## src/rtl/brightness_sequencer.sv

```systemverilog
// Multi-channel brightness ramp generator: sawtooth, triangle or hold ramps
// paced by a shared prescaler, with channel i starting i steps ahead of channel 0.
module brightness_sequencer #(
   parameter int N_CH     = 4,
   parameter int WIDTH    = 6,
   parameter int DIV      = 1,
   parameter int DEF_STEP = 5,
   parameter int DEF_MAX  = 50
) (
   input  logic                  clk,
   input  logic                  rst,
   input  logic                  en,
   input  logic                  cfg_valid,
   output logic                  cfg_ready,
   input  logic [WIDTH-1:0]      cfg_step,
   input  logic [WIDTH-1:0]      cfg_max,
   input  logic [1:0]            cfg_mode,
   output logic [N_CH*WIDTH-1:0] brightness,
   output logic                  wrap
);
   localparam int CW = (DIV > 1) ? $clog2(DIV) : 1;
   localparam int PW = WIDTH + ((N_CH > 1) ? $clog2(N_CH) : 1);
   localparam logic [CW-1:0] CNT_LAST = CW'(DIV - 1);
   localparam logic [1:0] MODE_SAW = 2'd0;
   localparam logic [1:0] MODE_TRI = 2'd1;

   typedef enum logic {S_IDLE, S_APPLY} state_t;
   state_t state_q, state_d;

   logic [WIDTH-1:0] step_q, max_q;
   logic [1:0]       mode_q;
   logic [CW-1:0]    cnt_q;
   logic [N_CH-1:0]  dir_down_q, dir_down_d;
   logic [WIDTH-1:0] val_q [N_CH];
   logic [WIDTH-1:0] val_d [N_CH];
   logic             cfg_fire, tick, wrap_d;

   // start(i) = min(i*step, max), product kept wide enough not to overflow.
   function automatic logic [WIDTH-1:0] start_val(input int idx,
                                                   input logic [WIDTH-1:0] s,
                                                   input logic [WIDTH-1:0] m);
      logic [PW-1:0] prod;
      prod = PW'(idx) * PW'(s);
      start_val = (prod > PW'(m)) ? m : prod[WIDTH-1:0];
   endfunction

   // Returns {direction_down, next_value} for one channel on a tick.
   function automatic logic [WIDTH:0] ch_next(input logic [WIDTH-1:0] cur,
                                              input logic             down,
                                              input logic [WIDTH-1:0] s,
                                              input logic [WIDTH-1:0] m,
                                              input logic [1:0]       md);
      logic [WIDTH:0]   sum;
      logic [WIDTH-1:0] up_val, dn_val;
      sum     = {1'b0, cur} + {1'b0, s};
      up_val  = (sum > {1'b0, m}) ? m : sum[WIDTH-1:0];
      dn_val  = (cur > s) ? cur - s : {WIDTH{1'b0}};
      ch_next = {down, cur};
      if (s != '0) begin
         if (md == MODE_SAW) begin
            ch_next = {down, (cur >= m) ? {WIDTH{1'b0}} : up_val};
         end else if (md == MODE_TRI) begin
            if (!down)
               ch_next = (cur >= m) ? {1'b1, dn_val} : {1'b0, up_val};
            else
               ch_next = (cur == '0) ? {1'b0, up_val} : {1'b1, dn_val};
         end
      end
   endfunction

   // Handshake: a config transfer happens on any rising edge where cfg_valid
   // and cfg_ready are both high; cfg_ready is low only during the apply cycle.
   always_comb begin
      state_d   = state_q;
      cfg_ready = (state_q == S_IDLE);
      cfg_fire  = cfg_valid && cfg_ready;
      case (state_q)
         S_IDLE:  if (cfg_fire) state_d = S_APPLY;
         S_APPLY: state_d = S_IDLE;
         default: state_d = S_IDLE;
      endcase
   end

   always_comb begin
      tick       = en && (cnt_q == CNT_LAST) && (state_q == S_IDLE);
      dir_down_d = dir_down_q;
      for (int i = 0; i < N_CH; i++) begin
         {dir_down_d[i], val_d[i]} = ch_next(val_q[i], dir_down_q[i], step_q, max_q, mode_q);
      end
      wrap_d = tick && (val_q[0] != '0) && (val_d[0] == '0);
   end

   always_comb begin
      brightness = '0;
      for (int i = 0; i < N_CH; i++) brightness[i*WIDTH +: WIDTH] = val_q[i];
   end

   always_ff @(posedge clk) begin
      if (rst) begin
         state_q    <= S_IDLE;
         step_q     <= WIDTH'(DEF_STEP);
         max_q      <= WIDTH'(DEF_MAX);
         mode_q     <= MODE_SAW;
         cnt_q      <= '0;
         wrap       <= 1'b0;
         dir_down_q <= '0;
         for (int i = 0; i < N_CH; i++)
            val_q[i] <= start_val(i, WIDTH'(DEF_STEP), WIDTH'(DEF_MAX));
      end else begin
         state_q <= state_d;
         if (cfg_fire) begin
            step_q <= cfg_step;
            max_q  <= cfg_max;
            mode_q <= cfg_mode;
         end
         if (state_q == S_APPLY) begin
            // Restart from the config latched on the previous edge.
            cnt_q      <= '0;
            wrap       <= 1'b0;
            dir_down_q <= '0;
            for (int i = 0; i < N_CH; i++)
               val_q[i] <= start_val(i, step_q, max_q);
         end else begin
            if (en) cnt_q <= (cnt_q == CNT_LAST) ? '0 : cnt_q + 1'b1;
            wrap <= wrap_d;
            if (tick) begin
               dir_down_q <= dir_down_d;
               for (int i = 0; i < N_CH; i++) val_q[i] <= val_d[i];
            end
         end
      end
   end
endmodule

```

## config.mk

```make
export PLATFORM = sky130hd
export DESIGN_NAME = brightness_sequencer
export DESIGN_NICKNAME = d
export VERILOG_FILES = /design/src/rtl/brightness_sequencer.sv
export SDC_FILE = /design/constraint.sdc
export NUM_CORES = 1
export LEC_CHECK = 0
export CAP_MARGIN = 40
export CELL_PAD_IN_SITES_DETAIL_PLACEMENT = 0
export CELL_PAD_IN_SITES_GLOBAL_PLACEMENT = 1
export CORE_MARGIN = 2
export CORE_UTILIZATION = 50
export DETAILED_ROUTE_END_ITERATION = 6
export PLACE_DENSITY_LB_ADDON = 0.1
export SLEW_MARGIN = 20
export SYNTH_ARGS = -nofsm -noshare
export SYNTH_HDL_FRONTEND = slang
export SYNTH_SLANG_ARGS = --single-unit
export TNS_END_PERCENT = 50
```

## constraint.sdc

```tcl
create_clock -name clk -period 5.8 [get_ports clk]
set_input_delay 0.58 -clock clk [delete_from_list [all_inputs] [get_ports clk]]
set_output_delay 0.58 -clock clk [all_outputs]
set_load 0.005 [all_outputs]
```

==> results of run 1 <==
-- metal layers --
layer | global-route usage | vias to the layer above
li1 | - | 2642
met3 | 0.0356 | 37
met2 | 0.489 | 241
met5 | 0 | -
met1 | 0.435 | 2688
met4 | 0.0797 | 0
-- cell families after synthesis --
logic type / count (synthesis)
compound gates: 219
flops: 44
buf+inv: 71
mux: 31
xor+xnor: 34
fa+ha+maj: 130
simple gates: 166
-- final timing paths --
check / start / to / slack, ns
min reg2reg: mode_q[0]$_SDFFE_PP0P_ / mode_q[0]$_SDFFE_PP0P_ / 0.54
max: step_q[1]$_SDFFE_PP0P_ / val_q[1][1]$_SDFFCE_PP0P_ / 1.20
max reg2reg: step_q[1]$_SDFFE_PP0P_ / val_q[1][1]$_SDFFCE_PP0P_ / 1.20
min: mode_q[0]$_SDFFE_PP0P_ / mode_q[0]$_SDFFE_PP0P_ / 0.54
-- power by group through the flow --
stage / combinational, mW / clock (mW) / sequential, mW
after floorplan: 0.890 / 0 / 0.438
after global placement: 1.17 / 0 / 0.462
after detailed placement: 1.20 / 0 / 0.462
after global routing: 1.36 / 0.315 / 0.462
final: 1.23 / 0.301 / 0.455
after CTS: 1.21 / 0.301 / 0.455
-- synth_stat cells (all sizes together), types with 4 or more instances --
cell,n,area [sq um]
clkbuf,14,52.6
a211oi,5,37.5
o211a,4,40.0
dfxtp,20,400
nor3,6,35.0
xor2,10,87.6
edfxtp,24,721
nand2,53,199
a221oi,5,43.8
nand2b,5,31.3
or3,4,25.0
inv,54,203
a22o,4,35.0
o21a,9,67.6
fa,9,180
a21o,15,114
o21bai,16,124
xnor2,24,210
o22ai,6,37.5
mux2,5,56.3
nor2b,13,81.3
nor2,46,173
o21ai,31,159
ha,121,1510
a22oi,5,42.5
a211o,9,78.8
nand3,16,80.1
o211ai,5,37.5
mux2i,26,260
a31oi,6,37.5
nor3b,4,30.0
a21oi,72,364
nand4,7,43.8
-- critical path, stage by stage (launching register included) --
cell and delay, ns:
dfxtp_1 0.71, inv_1 0.51, ha_1 0.48, o21bai_1 0.08, a21oi_1 0.23, o21bai_1 0.10, a21oi_1 0.17, xnor2_1 0.17
ha_1 0.28, nand3_1 0.10, o21bai_1 0.13, a21oi_1 0.13, a2111oi_4 0.62, mux2i_1 0.21, a221oi_1 0.30, o32ai_1 0.11
-- through the flow --
stage	total power, mW	cell area, sq um
floorplan	1.33	5980
global placement	1.63	6570
detailed placement	1.66	6580
CTS	1.97	6730
global route	2.14	6730
finish	1.98	6730
-- state kept, by name, summed over array words and instances (netlist names) --
signal and count:
state_q 1, dir_down_q 4, val_q 24, step_q 6, max_q 6, wrap 1
mode_q 2
-- cell type report --
cell class / count / area share
multi-input cells: 580 / 0.682
flip-flops and latches: 44 / 0.167
repair buffers: 50 / 0.0718
inverters: 54 / 0.0301
well taps: 143 / 0.0266
clock buffers: 6 / 0.0206
clock inverters: 2 / 0.00205
==> qor.yml, run 1 <==
status: "completed"
hold_depth: 2
grtUsageTotal: 0.304
required_ns: 5.82
cts_tree: "yes"
layout_commonest_cell: "ha_1"
multi_input_area_sq_um: 4590
critPathCaptureType: "register"
synth_compound_area_frac: 0.251
arrival_ns: 4.62
coreArea_sq_um: 11600
post_drt_via_cell_ratio: 6.38
start_kind: "register"
wire_per_inst_microns: 21.8
fmax_mhz: 217
p_leak_nw: 3.05
finalCriticalPeriod_ns: 4.60
synth-edff-count: 24
port_buffers: 43
hold_buffers: 0
routed_wl_mm: 19.2
regArea_sq_um: 1120
vias: 5608
first_pass_iters: 5
rsz0062_at_grt: "false"
synth_xor_area_frac: 0.0498
syn-cell-area_sq_um: 5980
syn_nets: 843
grt_pass1_wl_mm: 30.5
grt-ovfl-total: 0
root_buffer: "clkbuf_16"
synth_top_family_by_area: "adder cells"
dieArea_sq_um: 12900
slew_headroom: 0.419
layout_setup_ws_ns: 1.20
crit_type: "reg -> reg"
ant_nets: 0
ys_async_sr_fraction: 0
clock_skew_ns: 0.00662
synth_area_per_cell_sq_um: 8.61
ios: 44
first_global_vias: 5542
htreeDepth: 2
cts_buffers: 5
gp_congestion: 0.939
synth.mux.area_fraction: 0.0529
clk_pin_slew_ns: 0.07
finalHoldViolCount: 0
wl_met2_mm: 8.62
power_frac_clock: 0.152
synth_fa_ha_area_frac: 0.283
insertion_delay_ns: 0.29
finalNonFillerCells: 879
ys_seq_area_frac: 0.187
post_cts_resized: 0
switchingPower_mw: 0.877
intPower_mw: 1.11
met3_length_mm: 1.26
layout.nets: 883
initial_core_util: 0.517
drive_gt1_frac: 0.0448
drt_first_iter_violations: 505
antenna_cells: 0
antenna_found_initial: 0
clockBufferDepth: 2
hold_class: "reg -> reg"
ys.warnings.count: 0
layout_common_cells: "ha_1 (121), a21oi_1 (71), inv_1 (54)"
maxCapViolCount: 0
final_max_slew_viol_count: 0
cts_sinks: 44
powerDensity_nw_per_um2: 295
ir_worst_vdd_mv: 0.189
fill_cells: 1091
dieWidth_microns: 113
worst_pin_slew_ns: 0.870
setup_viol_count_final: 0
dp_hpwl_mm: 14.1
synth_cells: 695
utilization: 0.582
dpl_worst_slack_ns: 1.29
synth-seq-cells: 44
synth_simple_gate_area_frac: 0.130
grt_max_degree: 20
area_growth_pct: 12.5
setup-tns-final_ns: 0
cp_max_fo: 13
fin_hold_ws_ns: 0.541
rows: 39
fp.dieH_microns: 113
combPwrFrac: 0.619
drcViolationCount: 0
synth.distinct_cells: 62
placed_cells: 871
synth_ff_type: "edfxtp_1"
highest-signal-layer: "met4"
r2r_cells: 15
wl_met1_mm: 8.78
timing.final.crit_share: 0.793
pwr-share-seq: 0.230
cts_setup_buffers: 0
p_sw_frac: 0.442
Power figures use the tool's default switching activity.
==> run 2, diff against run 1 <==
--- a/config.mk
+++ b/config.mk
@@ -9,7 +9,7 @@
 export CELL_PAD_IN_SITES_DETAIL_PLACEMENT = 0
 export CELL_PAD_IN_SITES_GLOBAL_PLACEMENT = 1
 export CORE_MARGIN = 2
-export CORE_UTILIZATION = 50
+export CORE_UTILIZATION = 42
 export DETAILED_ROUTE_END_ITERATION = 6
 export PLACE_DENSITY_LB_ADDON = 0.1
 export SLEW_MARGIN = 20
==> constraint.sdc (replaced) <==
create_clock -name clk -period 3.8 [get_ports clk]
set_input_delay 0.38 -clock clk [delete_from_list [all_inputs] [get_ports clk]]
set_output_delay 0.38 -clock clk [all_outputs]
set_load 0.005 [all_outputs]
==> run 2 against run 1 <==
Against the previous run:
- count of clock-buffer cells in the layout is the same
- first-iteration DRC count down 16%
- non-clock buffer count increased by 38
- clock power increased by 62%
- routed wire length rose by 6.1%
- critical path depth did not move
- sequential power increased by 46%
- sequential share of layout area fell by 0.97 points
- clock skew rose by 0.0023 ns
- hold slack better by 0.00051 ns
- via count increased by 0.80%
- critical endpoint is now val_q[2][1]$_DFFE_PP_
==> qor.yml, run 2 (synthesized netlist as in run 1, its figures left out) <==
ios: 44
antenna_found_initial: 0
setup-tns-final_ns: 0
rows: 43
dieWidth_microns: 123
antenna_cells: 0
p_leak_nw: 3.24
first_pass_iters: 5
coreArea_sq_um: 13900
gp_congestion: 0.959
dieArea_sq_um: 15200
final_max_slew_viol_count: 0
grt_pass1_wl_mm: 31.6
hold_class: "reg -> reg"
routed_wl_mm: 20.4
layout_common_cells: "ha_1 (119), a21oi_1 (69), inv_1 (52)"
slew_headroom: 0.491
critPathCaptureType: "register"
area_growth_pct: 19.6
arrival_ns: 3.66
status: "completed"
layout.nets: 921
top_regs: "val_q x24, max_q x6, step_q x6"
fmax_mhz: 277
dpl_worst_slack_ns: 0.103
powerDensity_nw_per_um2: 448
cts_tree: "yes"
cts_buffers: 5
clockBufferDepth: 2
cts_sinks: 44
cp_max_fo: 7
layout_commonest_cell: "ha_1"
grt_max_degree: 20
drive_gt1_frac: 0.110
grtUsageTotal: 0.277
largest_register: "val_q"
post_drt_via_cell_ratio: 5.93
clock_skew_ns: 0.00888
timing.final.crit_share: 0.951
crit_type: "reg -> reg"
insertion_delay_ns: 0.30
dp_hpwl_mm: 15.3
rsz0062_at_grt: "false"
initial_core_util: 0.431
drt_first_iter_violations: 425
ir_worst_vdd_mv: 0.174
htreeDepth: 2
maxCapViolCount: 0
ant_nets: 0
largest_register_ffs: 24
port_buffers: 43
vias: 5653
first_global_vias: 5683
layout_setup_ws_ns: 0.185
clk_pin_slew_ns: 0.07
start_kind: "register"
setup_viol_count_final: 0
required_ns: 3.84
finalCriticalPeriod_ns: 3.62
grt-ovfl-total: 0
fp.dieH_microns: 123
worst_pin_slew_ns: 0.763
wire_per_inst_microns: 21.3
root_buffer: "clkbuf_16"
finalHoldViolCount: 0
drcViolationCount: 0
run 2: layer usage:
metal / wire [microns] / part of all wire / vias up / track usage
li1: - / - / 2730 / -
met1: 9240 / 0.45 / 2691 / 0.377
met2: 9230 / 0.45 / 198 / 0.450
met3: 1280 / 0.063 / 34 / 0.0411
met4: 611 / 0.030 / 0 / 0.0923
met5: 0 / 0 / - / 0
run 2: stage by stage:
step	power, mW	instance area [sq um]	utilization	cells	hold slack [ns]
4_1_cts	3.13	7010	0.505	945	0.541
3_3_place_gp	2.60	6850	0.494	937	0.530
3_5_place_dp	2.62	6850	0.494	937	0.531
5_1_grt	3.45	7150	0.515	954	0.582
2_1_floorplan	2.03	5980	-	695	0.467
6_report	3.21	7150	0.515	954	0.542
run 2: critical path, stage by stage, from the launching register on:
cell	delay, ns
edfxtp_1	0.47
ha_2	0.24
fa_2	0.35
a21oi_1	0.17
nor2_1	0.06
nor2_2	0.18
xor2_2	0.19
ha_1	0.26
nand3_1	0.10
o21bai_1	0.09
o31ai_1	0.21
o311a_1	0.39
buf_4	0.17
mux2i_1	0.20
o21ai_0	0.11
a21boi_0	0.16
run 2: where the power goes:
part / internal [mW] / switching [mW]
logic: 0.950 / 1.11
clock network: 0.284 / 0.205
registers: 0.576 / 0.0865
run 2: final timing paths:
path	startpoint	endpoint	slack, ns	cells after the start
setup / recovery	val_q[2][0]$_DFFE_PP_	val_q[2][1]$_DFFE_PP_	0.18	15
hold / removal	mode_q[0]$_SDFFE_PP0P_	mode_q[0]$_SDFFE_PP0P_	0.54	2
setup reg to reg	val_q[2][0]$_DFFE_PP_	val_q[2][1]$_DFFE_PP_	0.18	15
hold reg to reg	mode_q[0]$_SDFFE_PP0P_	mode_q[0]$_SDFFE_PP0P_	0.54	2
run 2: repair_timing:
item,in CTS,in global routing
buffers inserted,0,8
hold buffers,0,0
endpoints found under the setup margin,0,15
gates resized for setup,0,18
hold endpoints to repair,0,0
run 2: layout make-up:
type	count	area [sq um]
clock inverters	2	11.3
well taps	180	225
flip-flops and latches	44	1120
clock buffers	6	150
inverters	54	210
multi-input cells	580	4640
fillers	1302	6730
repair buffers	88	797
==> run 3, diff against run 2 <==
--- a/config.mk
+++ b/config.mk
@@ -10,6 +10,7 @@
 export CELL_PAD_IN_SITES_GLOBAL_PLACEMENT = 1
 export CORE_MARGIN = 2
 export CORE_UTILIZATION = 42
+export CTS_CLUSTER_SIZE = 40
 export DETAILED_ROUTE_END_ITERATION = 6
 export PLACE_DENSITY_LB_ADDON = 0.1
 export SLEW_MARGIN = 20
==> results of run 3 <==
Same layout as run 2: the final DEF is identical, and so are final timing and power.
